--- src/rtl/sc_stream_gen.sv ---
// Stochastic-computing stream generator: WIDTH-bit magnitude -> LEN-bit unipolar stream
// from a Gray-code Sobol sequence. Optional ones counter: define SC_STREAM_ONES_CNT_EN.
module sc_stream_gen #(
  parameter int unsigned WIDTH = 6,
  parameter int unsigned LEN   = 32
`ifdef SC_STREAM_ONES_CNT_EN
  ,
  localparam int unsigned CW   = $clog2(LEN + 1)
`endif
) (
  input  logic                     clk,
  input  logic                     rst,
  input  logic                     in_valid,
  output logic                     in_ready,
  input  logic [WIDTH-1:0]         num,
  input  logic [WIDTH*WIDTH-1:0]   m,
  input  logic                     abort,
  output logic                     out_valid,
  input  logic                     out_ready,
  output logic [LEN-1:0]           seq
`ifdef SC_STREAM_ONES_CNT_EN
  ,
  output logic [CW-1:0]            ones_cnt
`endif
);

  typedef enum logic [1:0] {StIdle, StRun, StHold} state_e;

  localparam logic [WIDTH-1:0] KLast = WIDTH'(LEN - 1);

  state_e                   r_state;
  logic [WIDTH-1:0]         r_num;
  logic [WIDTH*WIDTH-1:0]   r_m;
  logic [WIDTH-1:0]         r_k;
  logic [WIDTH-1:0]         r_x;
  logic [LEN-1:0]           r_seq;
  logic                     r_out_valid;
`ifdef SC_STREAM_ONES_CNT_EN
  logic [CW-1:0]            r_ones;
`endif

  logic [WIDTH-1:0]         w_v;
  logic                     w_found;
  logic                     w_bit;
  logic [LEN-1:0]           w_seq_nxt;

  // Direction number indexed by the count of trailing ones of k (first zero bit).
  always_comb begin
    w_v     = '0;
    w_found = 1'b0;
    for (int i = 0; i < WIDTH; i++) begin
      if (!w_found && !r_k[i]) begin
        w_v     = r_m[i*WIDTH +: WIDTH];
        w_found = 1'b1;
      end
    end
  end

  assign w_bit     = (r_num > r_x);
  assign w_seq_nxt = r_seq | (LEN'(w_bit) << r_k);

  always_ff @(posedge clk or negedge rst) begin
    if (!rst) begin
      r_state     <= StIdle;
      r_num       <= '0;
      r_m         <= '0;
      r_k         <= '0;
      r_x         <= '0;
      r_seq       <= '0;
      r_out_valid <= 1'b0;
`ifdef SC_STREAM_ONES_CNT_EN
      r_ones      <= '0;
`endif
    end else begin
      unique case (r_state)
        StIdle: begin
          if (in_valid) begin
            r_state <= StRun;
            r_num   <= num;
            r_m     <= m;
            r_k     <= '0;
            r_x     <= '0;
            r_seq   <= '0;
`ifdef SC_STREAM_ONES_CNT_EN
            r_ones  <= '0;
`endif
          end
        end
        StRun: begin
          if (abort) begin
            r_state     <= StIdle;
            r_out_valid <= 1'b0;
          end else begin
            r_seq <= w_seq_nxt;
            r_x   <= r_x ^ w_v;
`ifdef SC_STREAM_ONES_CNT_EN
            r_ones <= r_ones + CW'(w_bit);
`endif
            if (r_k == KLast) begin
              r_k         <= '0;
              r_state     <= StHold;
              r_out_valid <= 1'b1;
            end else begin
              r_k <= r_k + WIDTH'(1);
            end
          end
        end
        StHold: begin
          if (abort || out_ready) begin
            r_state     <= StIdle;
            r_out_valid <= 1'b0;
          end
        end
        default: r_state <= StIdle;
      endcase
    end
  end

  assign in_ready  = (r_state == StIdle);
  assign out_valid = r_out_valid;
  assign seq       = r_seq;
`ifdef SC_STREAM_ONES_CNT_EN
  assign ones_cnt  = r_ones;
`endif

endmodule

--- config.mk ---
export PLATFORM = sky130hd
export DESIGN_NAME = sc_stream_gen
export DESIGN_NICKNAME = d
export VERILOG_FILES = /design/src/rtl/sc_stream_gen.sv
export SDC_FILE = /design/constraint.sdc
export NUM_CORES = 1
export LEC_CHECK = 0
export CAP_MARGIN = 20
export CORE_ASPECT_RATIO = 0.5
export CORE_UTILIZATION = 53
export DETAILED_ROUTE_END_ITERATION = 10
export GPL_TIMING_DRIVEN = 1
export PLACE_DENSITY = 0.91
export SLEW_MARGIN = 20
export SYNTH_ARGS = -nofsm -noshare
export SYNTH_HDL_FRONTEND = slang
export SYNTH_SLANG_ARGS = --single-unit
--- constraint.sdc ---
create_clock -name clk -period 2.7 [get_ports clk]
set_clock_uncertainty 0.1 [all_clocks]
set_input_delay 0.54 -clock clk [delete_from_list [all_inputs] [get_ports clk]]
set_output_delay 0.54 -clock clk [all_outputs]
set_load 0.05 [all_outputs]
==> results of run 1 <==
registers in the layout, indices dropped and copies added (netlist names):
signal	cells
r_x	6
seq	32
out_valid	1
r_m	36
r_k	6
r_state	2
r_num	6
synthesized netlist by cell type (2+ instances only):
master / count
buf_4: 5
buf_1: 4
a311oi_1: 6
nand2_1: 191
mux2_1: 4
nor3_1: 2
o21ai_2: 2
or3_1: 2
and2_1: 10
o31ai_1: 25
buf_6: 6
nand3_1: 8
a21o_1: 2
o41ai_1: 4
o21ai_0: 3
nor3b_1: 12
o21a_1: 6
ha_1: 9
and2b_2: 2
nor4_1: 2
buf_2: 14
dfrtp_1: 89
clkbuf_1: 9
nor2_1: 22
inv_1: 10
o32ai_1: 6
o21ai_1: 12
a21oi_1: 3
nand2b_1: 4
or4_1: 2
nor2b_1: 16
through the flow:
step	instance area, sq um	utilization [%]	instances
finish	5663	69.53	697
global placement	5366	65.89	682
detailed placement	5366	65.89	682
floorplan	4547	-	517
global route	5663	69.53	697
CTS	5663	69.53	697
where the power goes:
part	total [uW]	switching (uW)	leakage [uW]	internal [uW]
clock network	1250	513	0.000138	739
logic	1160	711	0.00124	451
registers	1710	170	0.00116	1540
path summary, 6_finish.rpt:
check / startpoint / slack, ns / endpoint / cells past startpoint
setup / recovery: r_state[0] / 0.21 / in_ready / 2
hold / removal: rst / 0.07 / r_m[17] / 1
setup reg to reg: r_k[1] / 0.43 / r_x[4] / 6
hold reg to reg: seq[26] / 0.38 / seq[26] / 2
max in group asynchronous: rst / 1.79 / seq[10] / 2
min in group clk: seq[26] / 0.38 / seq[26] / 2
cells by family (layout without fill, tap and decap cells):
family | count (synthesis) | after routing | share of synthesized area, %
flops | 89 | 89 | 48.98
buf+inv | 50 | 118 | 5.999
simple gates | 284 | 284 | 28.15
fa+ha+maj | 9 | 9 | 2.477
mux | 6 | 6 | 1.458
xor+xnor | 2 | 2 | 0.3853
compound gates | 77 | 77 | 12.55
final cells by class:
type,count,area [sq um],area share [%]
clock buffers,11,242.7,4.286
clock inverters,4,53.80,0.9501
inverters,11,41.29,0.7291
multi-input cells,378,2057,36.32
flip-flops and latches,89,2227,39.33
well taps,112,140.1,2.475
repair buffers,92,900.9,15.91
layer usage:
metal | vias to the layer above | routed length, um | track usage (%)
li1 | 1843 | - | -
met1 | 1848 | 4831 | 34.74
met2 | 147 | 5017 | 43.26
met3 | 19 | 655 | 5.180
met4 | 0 | 156 | 8.046
met5 | - | 0 | 0
==> reports/qor.yml, run 1 <==
core-area_sq_um: 8144
fillers: 624
grt_use_total_pct: 25.91
die_w_um: 133.0
dieArea_sq_um: 8976
routedWlPerCell_um: 15.30
ir_worst_vdd_mv: 0.3674
initial_core_util_pct: 55.83
setup_ws_ns: 0.2137
slew_headroom_pct: 59.63
row_count: 23
synthesis.area_sq_um: 4547
grt_pass1_wl_um: 17960
crit_path_top_delay_cell: "clkdlybuf4s50_1"
nets: 637
portBuffers: 80
vias_per_cell: 5.534
dp_hpwl_um: 7344
required_ns: 2.06
pre_cts_slack_ns: 0.3365
first_pass_iters: 5
cts_max_level: 3
post-route-period-util_pct: 92.09
path_class: "reg -> out"
min-delay-path-class: "in -> async"
setup_violations: 0
die_h_um: 67.50
path_cells: "nor2_2 -> clkdlybuf4s50_1"
cts_made_buffers: 9
drtIter0Drc: 415
cp.arrival_ns: 1.85
tightest_slew_ns: 0.6056
yosysTopAreaCellShare_pct: 48.98
synth_edf_count: 0
postCtsSetupBuffers: 0
period_minus_slack_ns: 2.486
yosysWarnings: 0
grt_pass1_vias: 3775
syn2layout_area_growth_pct: 24.55
p_leak_uw: 0.002543
grt_max_degree: 52
place_congestion: 0.8872
critical_path.max_fanout: 10
grt_setup_unrepaired: "no"
power.density_nw_per_um2: 727.4
syn_avg_cell_area_sq_um: 8.795
maxCapViolations: 0
cts_tree: "built"
final_cell_mix: "nand2_1 (190), dfrtp_1 (89), clkdlybuf4s50_1 (79)"
max_stage_delay_ns: 0.82
antenna_left: 0
drive_above_1_share_pct: 7.350
yosysTopAreaCell: "dfrtp_1"
cp_num_buf_inv: 1
final_common_cell: "nand2_1"
synthFlopType: "dfrtp_1"
grt-ovfl-total: 0
syn_nets: 573
ys_types: 56
cts.clk_slew.worst_paths_ns: 0.07
antenna_cells: 0
syn_inst: 517
start_kind: "flip-flop"
root_buffer: "clkbuf_16"
p_total_uw: 4119
whs_ns: 0.06614
fmax_mhz: 402.2
finalWirelength_um: 10660
via_count: 3857
cp_top_family: "buffers and inverters"
cts_buffer_depth: 2
ioPinCount: 81
clkSinkCount: 89
antenna_found_initial: 0
report.final.slew_viol_count: 0
async_flop_share_pct: 100.0
cts_resized: 0
final.setup.tns_ns: 0
hold_buffers: 0
drc_errors: 0
yosys-top-cells-area: "dfrtp_1 (49%), nand2_1 (16%), o31ai_1 (4.1%), ha_1 (2.5%), nor2b_1 (2.2%)"
seq_area_frac_synth_pct: 48.98
finalHoldViolCount: 0
endpoint_kind: "output port"
status: "finished clean"
insertion_delay_ns: 0.35
ys_seq_elements: 89
Note: power is estimated with default switching activity, not from simulation.
==> run 2: changes to the inputs <==
CORE_UTILIZATION = 50   (was 53)
PLACE_DENSITY = 0.87   (was 0.91)
==> reports/qor.yml, run 2 (same netlist as run 1, synthesis figures left out) <==
final.setup.tns_ns: 0  # unchanged
power.density_nw_per_um2: 746.7  # was 727.4 nW/um^2
dp_hpwl_um: 7057  # was 7344 um
ioPinCount: 81  # unchanged
cts_made_buffers: 9  # unchanged
core-area_sq_um: 8768  # was 8144 sq um
grt-ovfl-total: 0  # unchanged
path_class: "reg -> out"  # unchanged
grt_setup_unrepaired: "no"  # unchanged
dp_cells: 685  # was 682
die_w_um: 136.9  # was 133.0 um
postCtsSetupBuffers: 0  # unchanged
cts_resized: 0  # unchanged
period_minus_slack_ns: 2.487  # was 2.486 ns
grt_max_degree: 77  # was 52
place_congestion: 0.8472  # was 0.8872
grt_pass1_wl_um: 17610  # was 17960 um
initial_core_util_pct: 51.86  # was 55.83%
setup_violations: 0  # unchanged
portBuffers: 80  # unchanged
antenna_cells: 0  # unchanged
min-delay-path-class: "in -> async"  # unchanged
dieArea_sq_um: 9502  # was 8976 sq um
die_h_um: 69.43  # was 67.50 um
cp.arrival_ns: 1.85  # about the same
cts.clk_slew.worst_paths_ns: 0.07  # about the same
largest_reg_flops: 36  # unchanged
cts_tree: "built"  # unchanged
final_cell_mix: "nand2_1 (190), dfrtp_1 (89), clkdlybuf4s50_1 (79)"  # unchanged
cts_buffer_depth: 2  # unchanged
status: "finished clean"  # unchanged
drtIter0Drc: 307  # was 415
fin_cells: 701  # was 697
clkSinkCount: 89  # unchanged
drive_above_1_share_pct: 7.363  # was 7.350%
fillers: 713  # was 624
antenna_left: 0  # unchanged
p_total_uw: 4267  # was 4119 uW
whs_ns: 0.02319  # was 0.06614 ns
p_leak_uw: 0.002563  # was 0.002543 uW
report.final.slew_viol_count: 0  # unchanged
first_pass_iters: 5  # unchanged
antenna_found_initial: 0  # unchanged
ir_worst_vdd_mv: 0.4209  # was 0.3674 mV
nets: 635  # was 637
place_area_sq_um: 5370  # was 5366 sq um
fmax_mhz: 402.0  # was 402.2 MHz
hold_buffers: 0  # unchanged
row_count: 24  # was 23
root_buffer: "clkbuf_16"  # unchanged
regToRegSetupSlack_ns: 0.37  # was 0.43 ns
routedWlPerCell_um: 14.69  # was 15.30 um
finalHoldViolCount: 0  # unchanged
via_count: 3756  # was 3857
finalWirelength_um: 10300  # was 10660 um
post-route-period-util_pct: 92.13  # was 92.09%
final_common_cell: "nand2_1"  # unchanged
critical_path.max_fanout: 10  # unchanged
drc_errors: 0  # unchanged
top_register: "r_m"  # unchanged
insertion_delay_ns: 0.34  # was 0.35 ns
start_kind: "flip-flop"  # unchanged
endpoint_kind: "output port"  # unchanged
syn2layout_area_growth_pct: 25.67  # was 24.55%
required_ns: 2.06  # about the same
cts_max_level: 3  # unchanged
final_design_area_no_fill_sq_um: 5714  # was 5663 sq um
maxCapViolations: 0  # unchanged
grt_pass1_vias: 3616  # was 3775
vias_per_cell: 5.358  # was 5.534
tightest_slew_ns: 0.6342  # was 0.6056 ns
grt_use_total_pct: 24.04  # was 25.91%
slew_headroom_pct: 57.72  # was 59.63%
run 2: cell count changes in the layout (fill, tap and decap cells not counted):
cell / delta
buf_4: -3
bufinv_16: +2
buf_12: +1
clkbuf_1: -1
clkbuf_8: -1
clkinv_2: +1
run 2: worst max-delay path, cell delays in order (launching register included):
cell             delay (ns)
dfrtp_1                0.49
nor2_2                 0.20
clkdlybuf4s50_1        0.82
run 2: path summary, 6_finish.rpt:
| kind | start | end | cells after the start |
|---|---|---|---|
| hold reg to reg | r_m[12] | r_m[12] | 2 |
| max in group asynchronous | rst | r_m[29] | 2 |
| min in group clk | r_m[12] | r_m[12] | 2 |
| setup reg to reg | r_k[1] | r_x[4] | 6 |
| hold / removal | rst | seq[5] | 1 |
| setup / recovery | r_state[0] | in_ready | 2 |
run 2: per-layer routing:
layer	GRT usage (%)	part of all wire (%)
met5	0	0
met1	34.07	47
met3	5.848	6.3
met2	36.55	46
met4	7.204	1.2
run 2: stage by stage:
| stage | utilization, % | setup slack (ns) |
|---|---|---|
| final | 65.17 | 0.2125 |
| after global routing | 65.17 | 0.1582 |
| after CTS | 65.17 | 0.2146 |
| after detailed placement | 61.24 | 0.3029 |
| after global placement | 61.24 | 0.3679 |
| after floorplan | - | 0.5668 |
run 2: area by class of cell:
| type | instances | area [sq um] | share of cell area [%] |
|---|---|---|---|
| Sequential cell | 89 | 2227 | 38.98 |
| Clock buffer | 9 | 225.2 | 3.941 |
| Timing Repair Buffer | 90 | 898.4 | 15.72 |
| Tap cell | 117 | 146.4 | 2.562 |
| Inverter | 11 | 41.29 | 0.7226 |
| Multi-Input combinational cell | 378 | 2057 | 36.00 |
| Clock inverter | 7 | 118.9 | 2.080 |
run 2: power by group:
part	leakage, uW	internal (uW)	switching (uW)
Sequential	0.00116	1540	157
Clock	0.000162	903	516
Combinational	0.00124	451	704
Total	0.00256	2890	1380
==> run 3: changes to the inputs <==
PLACE_DENSITY = 0.76   (was 0.87)
==> reports/qor.yml, run 3 (same netlist as run 1, synthesis figures left out) <==
status: "finished clean"  # unchanged
regToRegEndpoint: "r_x[3]"  # was r_x[4]
initial_core_util_pct: 51.86  # unchanged
min-delay-path-class: "in -> async"  # unchanged
row_count: 24  # unchanged
via_count: 3681  # was 3756
required_ns: 2.06  # about the same
antenna_cells: 0  # unchanged
portBuffers: 80  # unchanged
syn2layout_area_growth_pct: 24.79  # was 25.67%
dieArea_sq_um: 9502  # unchanged
die_h_um: 69.43  # unchanged
setup_ws_ns: 0.1965  # was 0.2125 ns
postCtsSetupBuffers: 0  # unchanged
grt_max_degree: 77  # unchanged
dp_hpwl_um: 7316  # was 7057 um
cp.arrival_ns: 1.86  # was 1.85 ns
slew_headroom_pct: 60.79  # was 57.72%
max_stage_delay_ns: 0.84  # was 0.82 ns
endpoint_kind: "output port"  # unchanged
antenna_left: 0  # unchanged
pre_cts_slack_ns: 0.3223  # was 0.3029 ns
cts_max_level: 3  # unchanged
final_common_cell: "nand2_1"  # unchanged
first_pass_iters: 4  # was 5
final.setup.tns_ns: 0  # unchanged
grt_use_total_pct: 24.22  # was 24.04%
grt-ovfl-total: 0  # unchanged
grt_setup_unrepaired: "no"  # unchanged
root_buffer: "clkbuf_16"  # unchanged
area.sequential_sq_um: 2227  # unchanged
report.final.slew_viol_count: 0  # unchanged
reg2regPathDepth: 6  # unchanged
regToRegSetupSlack_ns: 0.36  # was 0.37 ns
path_class: "reg -> out"  # unchanged
grt_pass1_vias: 3581  # was 3616
maxCapViolations: 0  # unchanged
grt_pass1_wl_um: 17820  # was 17610 um
power.density_nw_per_um2: 718.1  # was 746.7 nW/um^2
cts_resized: 0  # unchanged
cts.clk_slew.worst_paths_ns: 0.06  # was 0.07 ns
core-area_sq_um: 8768  # unchanged
nets: 637  # was 635
place_congestion: 0.8517  # was 0.8472
finalWirelength_um: 10310  # was 10300 um
path_cells: "nor2_2 -> clkdlybuf4s50_1"  # unchanged
multi_input_area_sq_um: 2057  # unchanged
insertion_delay_ns: 0.34  # about the same
vias_per_cell: 5.236  # was 5.358
top_register: "r_m"  # unchanged
crit_path_top_delay_cell: "clkdlybuf4s50_1"  # unchanged
drc_errors: 0  # unchanged
ir_worst_vdd_mv: 0.3671  # was 0.4209 mV
final_design_area_no_fill_sq_um: 5674  # was 5714 sq um
die_w_um: 136.9  # unchanged
tightest_slew_ns: 0.5828  # was 0.6342 ns
drive_above_1_share_pct: 7.338  # was 7.363%
hold_buffers: 0  # unchanged
fin_util_pct: 64.71  # was 65.17%
post-route-period-util_pct: 92.72  # was 92.13%
fillers: 731  # was 713
fmax_mhz: 399.4  # was 402.0 MHz
p_leak_uw: 0.002550  # was 0.002563 uW
cts_made_buffers: 9  # unchanged
largest_reg_flops: 36  # unchanged
antenna_found_initial: 0  # unchanged
critical_path.max_fanout: 10  # unchanged
final_cell_mix: "nand2_1 (190), dfrtp_1 (89), clkdlybuf4s50_1 (79)"  # unchanged
setup_violations: 0  # unchanged
start_kind: "flip-flop"  # unchanged
period_minus_slack_ns: 2.504  # was 2.487 ns
r2r-start: "r_k[1]"  # unchanged
drtIter0Drc: 299  # was 307
finalHoldViolCount: 0  # unchanged
cts_buffer_depth: 2  # unchanged
place_area_sq_um: 5385  # was 5370 sq um
clkSinkCount: 89  # unchanged
ioPinCount: 81  # unchanged
routedWlPerCell_um: 14.67  # was 14.69 um
cts_tree: "built"  # unchanged
[run 3: cell count changes in the layout (fill, tap and decap cells not counted), sizes merged]
cell	delta
buf	+2
clkbuf	+2
clkinv	+1
bufinv	-2
clkinvlp	-1
[run 3: worst max path at each step]
stage,from,end,cells after the start
global route,r_state[0],in_ready,2
finish,r_state[0],in_ready,2
CTS,r_state[0],in_ready,2
detailed placement,abort,r_x[3],6
global placement,abort,r_x[1],6
floorplan,r_k[1],r_x[1],8
[run 3: area by class of cell]
class,instances,share of cell area [%]
inverters,11,0.7277
well taps,117,2.580
repair buffers,92,16.10
multi-input cells,378,36.25
clock buffers,11,4.101
flip-flops and latches,89,39.25
clock inverters,5,0.9923
[run 3: critical path: cells and delay by family (launching register included)]
kind          cells  cell delay [ns]
flops             1             0.49
simple gates      1             0.20
buf+inv           1             0.84
[run 3: metrics by stage]
stage	hold slack (ns)	std cells	total power, uW
5_1_grt	0.1089	703	4327
4_1_cts	0.09480	703	4095
3_3_place_gp	0.3621	687	2833
3_5_place_dp	0.3596	687	2877
6_report	0.08028	703	4074
2_1_floorplan	0.1444	517	2511
[run 3: metal layers]
layer	wire, um	up-vias	global-route usage, %
met5	0	-	0
met4	51	0	4.762
met3	491	4	5.994
met2	4687	89	35.98
met1	5083	1743	35.95
li1	-	1845	-
[run 3: where the power goes]
part           internal (uW)  switching [uW]
Combinational            452             702
Clock                    716             503
Sequential              1540             164
